$ cat src/rtl/lut_m_ctrl.sv
// Front-end controller for a single-port memory LUT: bulk image load with one-cycle
// commit, round-robin arbitration of two bit-write requesters, and shared address mux.
//
// state  | meaning
// IDLE   | read port owns the LUT address; accepts config (priority) or a write grant
// LOAD   | collecting config words into the shadow image; writes are held off
// COMMIT | one cycle: lut_cen pulses with the completed shadow image on lut_config
// WRITE  | latched write drives the LUT; a further write may be granted back-to-back
module lut_m_ctrl #(
    parameter int INPUTS       = 4,
    parameter int MEM_SIZE     = 2**INPUTS,
    parameter int CONFIG_WIDTH = 4
) (
    input  logic                    cclk,
    input  logic                    rst_n,
    input  logic [CONFIG_WIDTH-1:0] cfg_data,
    input  logic                    cfg_valid,
    output logic                    cfg_ready,
    output logic                    cfg_done,
    input  logic [INPUTS-1:0]       wr0_addr,
    input  logic                    wr0_data,
    input  logic                    wr0_valid,
    output logic                    wr0_ready,
    input  logic [INPUTS-1:0]       wr1_addr,
    input  logic                    wr1_data,
    input  logic                    wr1_valid,
    output logic                    wr1_ready,
    input  logic [INPUTS-1:0]       rd_addr,
    output logic                    rd_data,
    output logic                    rd_valid,
    output logic [INPUTS-1:0]       lut_addr,
    input  logic                    lut_out,
    output logic                    lut_cen,
    output logic [MEM_SIZE-1:0]     lut_config,
    output logic                    lut_data_in,
    output logic                    lut_write_en,
    output logic                    busy
);

    localparam int WORDS = MEM_SIZE / CONFIG_WIDTH;
    localparam int CNT_W = $clog2(WORDS) + 1;

    typedef enum logic [1:0] {IDLE, LOAD, COMMIT, WRITE} state_t;

    state_t              state, state_nxt;
    logic [CNT_W-1:0]    count, count_nxt;
    logic [MEM_SIZE-1:0] shadow, shadow_nxt;
    logic [INPUTS-1:0]   wr_addr_q;
    logic                last_grant;
    logic                arb_en, wr_req, sel, wr_accept, cfg_accept;

    // Grant selection: a lone requester wins; on a tie the one not served last wins.
    always_comb begin
        arb_en     = ((state == IDLE) || (state == WRITE)) && !cfg_valid;
        wr_req     = wr0_valid || wr1_valid;
        sel        = (wr0_valid && wr1_valid) ? ~last_grant : wr1_valid;
        wr0_ready  = arb_en && wr_req && !sel;
        wr1_ready  = arb_en && wr_req && sel;
        wr_accept  = arb_en && wr_req;
        cfg_ready  = (state == IDLE) || (state == LOAD);
        cfg_accept = cfg_valid && cfg_ready;
    end

    always_comb begin
        shadow_nxt = shadow;
        if (cfg_accept) begin
            for (int k = 0; k < WORDS; k++) begin
                if (count == CNT_W'(k))
                    shadow_nxt[k*CONFIG_WIDTH +: CONFIG_WIDTH] = cfg_data;
            end
        end
    end

    always_comb begin
        state_nxt = state;
        count_nxt = count;
        case (state)
            IDLE: begin
                if (cfg_accept) begin
                    if (WORDS > 1) begin
                        state_nxt = LOAD;
                        count_nxt = CNT_W'(1);
                    end else begin
                        state_nxt = COMMIT;
                        count_nxt = '0;
                    end
                end else if (wr_accept) begin
                    state_nxt = WRITE;
                end
            end
            LOAD: begin
                if (cfg_accept) begin
                    if (count == CNT_W'(WORDS - 1)) begin
                        state_nxt = COMMIT;
                        count_nxt = '0;
                    end else begin
                        count_nxt = count + CNT_W'(1);
                    end
                end
            end
            COMMIT: begin
                state_nxt = IDLE;
                count_nxt = '0;
            end
            WRITE: begin
                state_nxt = wr_accept ? WRITE : IDLE;
            end
            default: begin
                state_nxt = IDLE;
                count_nxt = '0;
            end
        endcase
    end

    always_ff @(posedge cclk or negedge rst_n) begin
        if (!rst_n) begin
            state        <= IDLE;
            count        <= '0;
            shadow       <= '0;
            last_grant   <= 1'b1;
            wr_addr_q    <= '0;
            lut_config   <= '0;
            lut_cen      <= 1'b0;
            cfg_done     <= 1'b0;
            lut_write_en <= 1'b0;
            lut_data_in  <= 1'b0;
        end else begin
            state        <= state_nxt;
            count        <= count_nxt;
            shadow       <= shadow_nxt;
            lut_cen      <= (state_nxt == COMMIT);
            cfg_done     <= (state_nxt == COMMIT);
            lut_write_en <= wr_accept;
            if (state_nxt == COMMIT)
                lut_config <= shadow_nxt;
            if (wr_accept) begin
                last_grant  <= sel;
                wr_addr_q   <= sel ? wr1_addr : wr0_addr;
                lut_data_in <= sel ? wr1_data : wr0_data;
            end
        end
    end

    // LUT has one shared address: the latched write address owns it only in WRITE.
    assign lut_addr = (state == WRITE) ? wr_addr_q : rd_addr;
    assign rd_data  = lut_out;
    assign rd_valid = (state == IDLE) || (state == LOAD);
    assign busy     = (state != IDLE);

endmodule

$ cat config.mk
export PLATFORM = sky130hd
export DESIGN_NAME = lut_m_ctrl
export DESIGN_NICKNAME = d
export VERILOG_FILES = /design/src/rtl/lut_m_ctrl.sv
export SDC_FILE = /design/constraint.sdc
export NUM_CORES = 1
export LEC_CHECK = 0
export ABC_CLOCK_PERIOD_IN_PS = 5600
export CAP_MARGIN = 20
export CORE_MARGIN = 5
export CORE_UTILIZATION = 34
export DETAILED_ROUTE_END_ITERATION = 10
export GPL_ROUTABILITY_DRIVEN = 0
export PLACE_DENSITY = 0.67
export SLEW_MARGIN = 20
export SYNTH_ARGS = -nofsm -noshare
export SYNTH_HDL_FRONTEND = slang
export SYNTH_SLANG_ARGS = --single-unit
$ cat constraint.sdc
create_clock -name cclk -period 5.6 [get_ports cclk]
set_input_delay 0.84 -clock cclk [delete_from_list [all_inputs] [get_ports cclk]]
set_output_delay 0.84 -clock cclk [all_outputs]
set_load 0.01 [all_outputs]
# Word-level counts from Yosys, hierarchy flattened
# Index checks and enable logic that the tools add are counted.
op_classes:
  n_addsub: 1
  eq_ne: 9
  muxes: 19
  bitwise: 1
  reduce_logical: 16
ops:
  columns: ["operator", "n"]
  rows:
  - ["$mux 4", 6]
  - ["$mux 16", 1]
  - ["$mux 2", 5]
  - ["$mux 3", 3]
  - ["$pmux 3 s3", 1]
  - ["$pmux 2 s4", 1]
  - ["$eq 2x2->1 const B", 3]
  - ["$eq 3x2->1 const B", 2]
  - ["$logic_and 1x1->1", 6]
  - ["$ne 2x2->1 const B", 2]
  - ["$add 3x1->3 const B", 1]
  - ["$eq 3x1->1 const B", 1]
  - ["$logic_not 3->1", 1]
  - ["$logic_or 1x1->1", 3]
  - ["$reduce_and 3->1", 1]
  - ["$reduce_bool 3->1", 1]
  - ["$eq 2x1->1 const B", 1]
  - ["$logic_not 1->1", 2]
  - ["$logic_not 2->1", 1]
  - ["$mux 1", 2]
  - ["$reduce_bool 2->1", 1]
  - ["$not 1->1", 1]
word_totals:
  regBits: 45
  in_bits: 24
  output_inout_bits: 30
  wordCells: 55

# Logic depth before layout (Yosys ltp)
depth:
  depth_word: 8
  depth_mapped: 8
  depth_no_buf: 7

# Worst setup path after synthesis
# No wires, ideal clock.
synth_path:
  path_kind: "reg-to-output"
  from: "register state[0]"
  to: "output wr0_ready"
  arrival_time_ps: 1578
  t_required_ps: 4760
  path_slack_ps: 3182
  stages_incl_launch_ff: 6
  path_buffers: 0
  path_cell_list: "dfrtp_1 -> inv_1 -> ha_1 -> nor2_2 -> nand2_1 -> a21oi_1"
synth_between:
  elab_chain_cells: 5
  elab_cells_between_ends: 6
  cone_classes: "1 x eq/ne; 5 x reduce/logical"
synth_lines:
  columns: ["item", "line", "text"]
  rows:
  - ["start: declaration", "45", "state_t state, state_nxt;"]
  - ["start signal: assignment", "128", "state <= state_nxt;"]
  - ["$eq 2x2->1 / $logic_not 2->1 (equally long branches)", "54", "arb_en = ((state == IDLE) || (state == WRITE)) && !cfg_valid;"]
  - ["$logic_or 1x1->1 *", "54", null]
  - ["$logic_and 1x1->1 *", "54", null]
  - ["$logic_and 1x1->1 * (2 in series)", "57", "wr0_ready = arb_en && wr_req && !sel;"]
  - ["end: declaration", "23", "output logic wr0_ready,"]
# Every way passes the cells marked *; elsewhere a longest branch is shown, timed or not.

# Worst setup path in the final report
layout_path:
  from: "input cfg_valid"
  to: "output wr0_ready"
layout_between:
  elab_chain_cells: 4
layout_lines:
  columns: ["item", "line", "text"]
  rows:
  - ["start: declaration", "17", "input logic cfg_valid,"]
  - ["$logic_not 1->1", "54", null]
  - ["$logic_and 1x1->1", "54", null]
  - ["$logic_and 1x1->1 (2 in series)", "57", null]
# No other way between the ends.

==> flow_summary.ini <==
[placement]
dpl_worst_slack_ns = 1.96
dp_cells = 269
io_buffers = 51
dpl-instance-area_sq_um = 2600
post-dp-hpwl_mm = 2.94

[final_layout]
finalNonFillerCells = 277
drive_above_1_share = 0.257
antennaDiodeCount = 0
design_area_sq_um = 2710
finalNetCount = 234
syn_to_final_growth_pct = 33.2

[grt]
antenna_found_initial = 0
grt_first_pass_wirelength_mm = 6.46
grt_pass1_vias = 1346
grt_max_degree = 46
track_usage = 0.110
overflow = 0

[clock_network]
root_buffer = clkbuf_8
cts_tree = yes
cts_sinks = 45
holdBufCountCts = 0
post_cts.repair.setup_buffers = 0
htree_levels = 2
cts.clk_slew.worst_paths_ns = 0.08
cts_resized = 0
cts_buffers = 5
clk_path_buf_depth = 2
clk_latency_ns = 0.29

[route]
first_pass_iters = 5
via_per_inst = 4.71
avgRoutedWirePerCell_microns = 14.2
drc = 0
first_iter_violations = 57
antenna_left = 0
vias = 1304
drt-total-wl_mm = 3.94

[floorplanning]
core-area_sq_um = 5890
fp.dieW_microns = 87.4
ioPinCount = 54
start_util = 0.346
die_area_sq_um = 7640
rows = 28
die_h_microns = 87.4

[worst_setup_path]
cpMaxStageDelayCell = clkdlybuf4s50_1
crit_type = primary input to output port
cpLargestDelayFamily = buffers and inverters
crit_path_start_kind = primary input
cpMostUsedCell = clkdlybuf4s50_1
crit_chain = clkdlybuf4s50_1 -> nor2_2 -> nand2_1 -> a21oi_1 -> clkdlybuf4s50_1
cp_num_buf_inv = 2
worstPathArrival_ns = 2.87
cp_slowest_stage_delay_ns = 0.64
crit_start = cfg_valid
reg2reg_from = state[0]$_DFF_PN0_
crit_fanout = 8
crit_required_ns = 4.76
crit_path_end_kind = output port

[timing]
setup_viol = 0
fin_setup_tns_ns = 0
min_period_over_period = 0.663
rsz0062_at_grt = false
slew_violations = 0
period_needed_ns = 3.71
fmax_mhz = 269
fin_ws_ns = 1.89
slew_headroom = 0.624
finalHoldViolCount = 0
final.setup_skew_ns = 0.00529
tightestPinTransition_ns = 0.564

[synthesis]
ys_seq_area_frac = 0.553
mappedNetlistArea_sq_um = 2040
yosysWarningCount = 0
ys.flop_type = dfrtp_1
synth_fp_nets = 181
synthArstFlopShare = 1.00
syn_avg_cell_area_sq_um = 13.8
syn-instance-count = 148
ys_ff_latch = 45
synth_edf_count = 0
yosysUniqueCellTypes = 28

[min_path]
min_path_type = flop to flop
holdCritStartpoint = shadow[15]$_DFF_PN0_

[status]
outcome = completed

[run]
maxCapViolCount = 0

[pwr]
ir_worst_vdd_mv = 0.261
total_power_mw = 1.56
power.density_nw_per_um2 = 574
p_leak_nw = 1.26
[metal layers]
layer | wire [microns] | up-vias | track usage
met3 | 163 | 8 | 0.0303
li1 | - | 619 | -
met4 | 76 | 0 | 0.0572
met5 | 0 | - | 0
met2 | 1950 | 32 | 0.169
met1 | 1750 | 645 | 0.140
[layout by cell type (no fill, tap or decap), types with 2 or more instances in the layout]
master and count:
nor2_1 2, o21ai_0 3, a222oi_1 5, and3_1 2, ha_1 9, clkdlybuf4s50_1 50, mux2_2 28, mux2_4 9
clkbuf_8 5, inv_1 13, nand2_1 8, dfrtp_1 44, a21oi_1 6
[kinds of logic (layout without fill, tap and decap cells)]
| logic type | after synthesis | count (layout) | synth area share |
|---|---|---|---|
| multiplexers | 37 | 37 | 0.221 |
| AO/OA/AOI/OAI | 19 | 19 | 0.0694 |
| flip-flops | 45 | 45 | 0.553 |
| AND/OR/NAND/NOR | 20 | 20 | 0.0584 |
| adder cells (fa/ha/maj) | 9 | 9 | 0.0553 |
| buffers and inverters | 18 | 72 | 0.0424 |
[metrics by stage]
| stage | hold WS (ns) | util |
|---|---|---|
| after global placement | 0.477 | 0.442 |
| after detailed placement | 0.483 | 0.442 |
| after global routing | 0.515 | 0.461 |
| after floorplan | 0.450 | - |
| after CTS | 0.502 | 0.460 |
| final | 0.499 | 0.461 |
[flip-flops by register name, indices dropped and copies added (netlist names)]
| register | cells |
|---|---|
| count | 3 |
| last_grant | 1 |
| lut_cen | 1 |
| lut_config | 16 |
| lut_data_in | 1 |
| lut_write_en | 1 |
| shadow | 16 |
| state | 2 |
| wr_addr_q | 4 |
[cell usage after synthesis (2+ instances only)]
library cell / number / area (sq um)
ha_1: 9 / 113
and3_1: 2 / 12.5
o21ai_0: 3 / 15.0
dfrtp_1: 44 / 1100
mux2_4: 9 / 135
inv_1: 13 / 48.8
a21oi_1: 6 / 30.0
mux2_2: 28 / 315
nand2_1: 8 / 30.0
a222oi_1: 5 / 50.1
buf_4: 3 / 22.5
nor2_1: 2 / 7.51
[worst register-to-register path: stages (launching register included)]
cell and delay, ns:
dfrtp_1 0.44, inv_1 0.12, ha_1 0.33, nor2_2 0.22
a21oi_1 0.09, o21ai_0 0.35, nand3b_4 0.34, mux2_4 0.40
[power by group]
part	total, mW	switching [mW]	leakage (nW)	internal [mW]
clock	0.239	0.106	0.0554	0.134
combinational	0.773	0.321	0.645	0.451
sequential	0.545	0.0683	0.562	0.476
total	1.56	0.495	1.26	1.06
[final timing paths]
path | slack (ns) | end | cells after the start
hold reg to reg | 0.50 | shadow[15]$_DFF_PN0_ | 1
max in group asynchronous | 4.68 | last_grant$_DFFE_PN1P_ | 1
hold / removal | 0.50 | shadow[15]$_DFF_PN0_ | 1
setup / recovery | 1.89 | wr0_ready | 5
setup reg to reg | 3.20 | lut_config[6]$_DFFE_PN0N_ | 7
min in group asynchronous | 0.54 | lut_data_in$_DFFE_PN0P_ | 1
[layout make-up]
| cell class | count | area, sq um |
|---|---|---|
| clock inverter | 2 | 38.8 |
| multi-input combinational | 85 | 823 |
| tap | 75 | 93.8 |
| timing repair buffer | 51 | 508 |
| fill | 542 | 3170 |
| clock buffer | 6 | 72.6 |
| inverter | 13 | 48.8 |
| sequential | 45 | 1130 |
No activity file was read; power rests on OpenSTA's default activity.
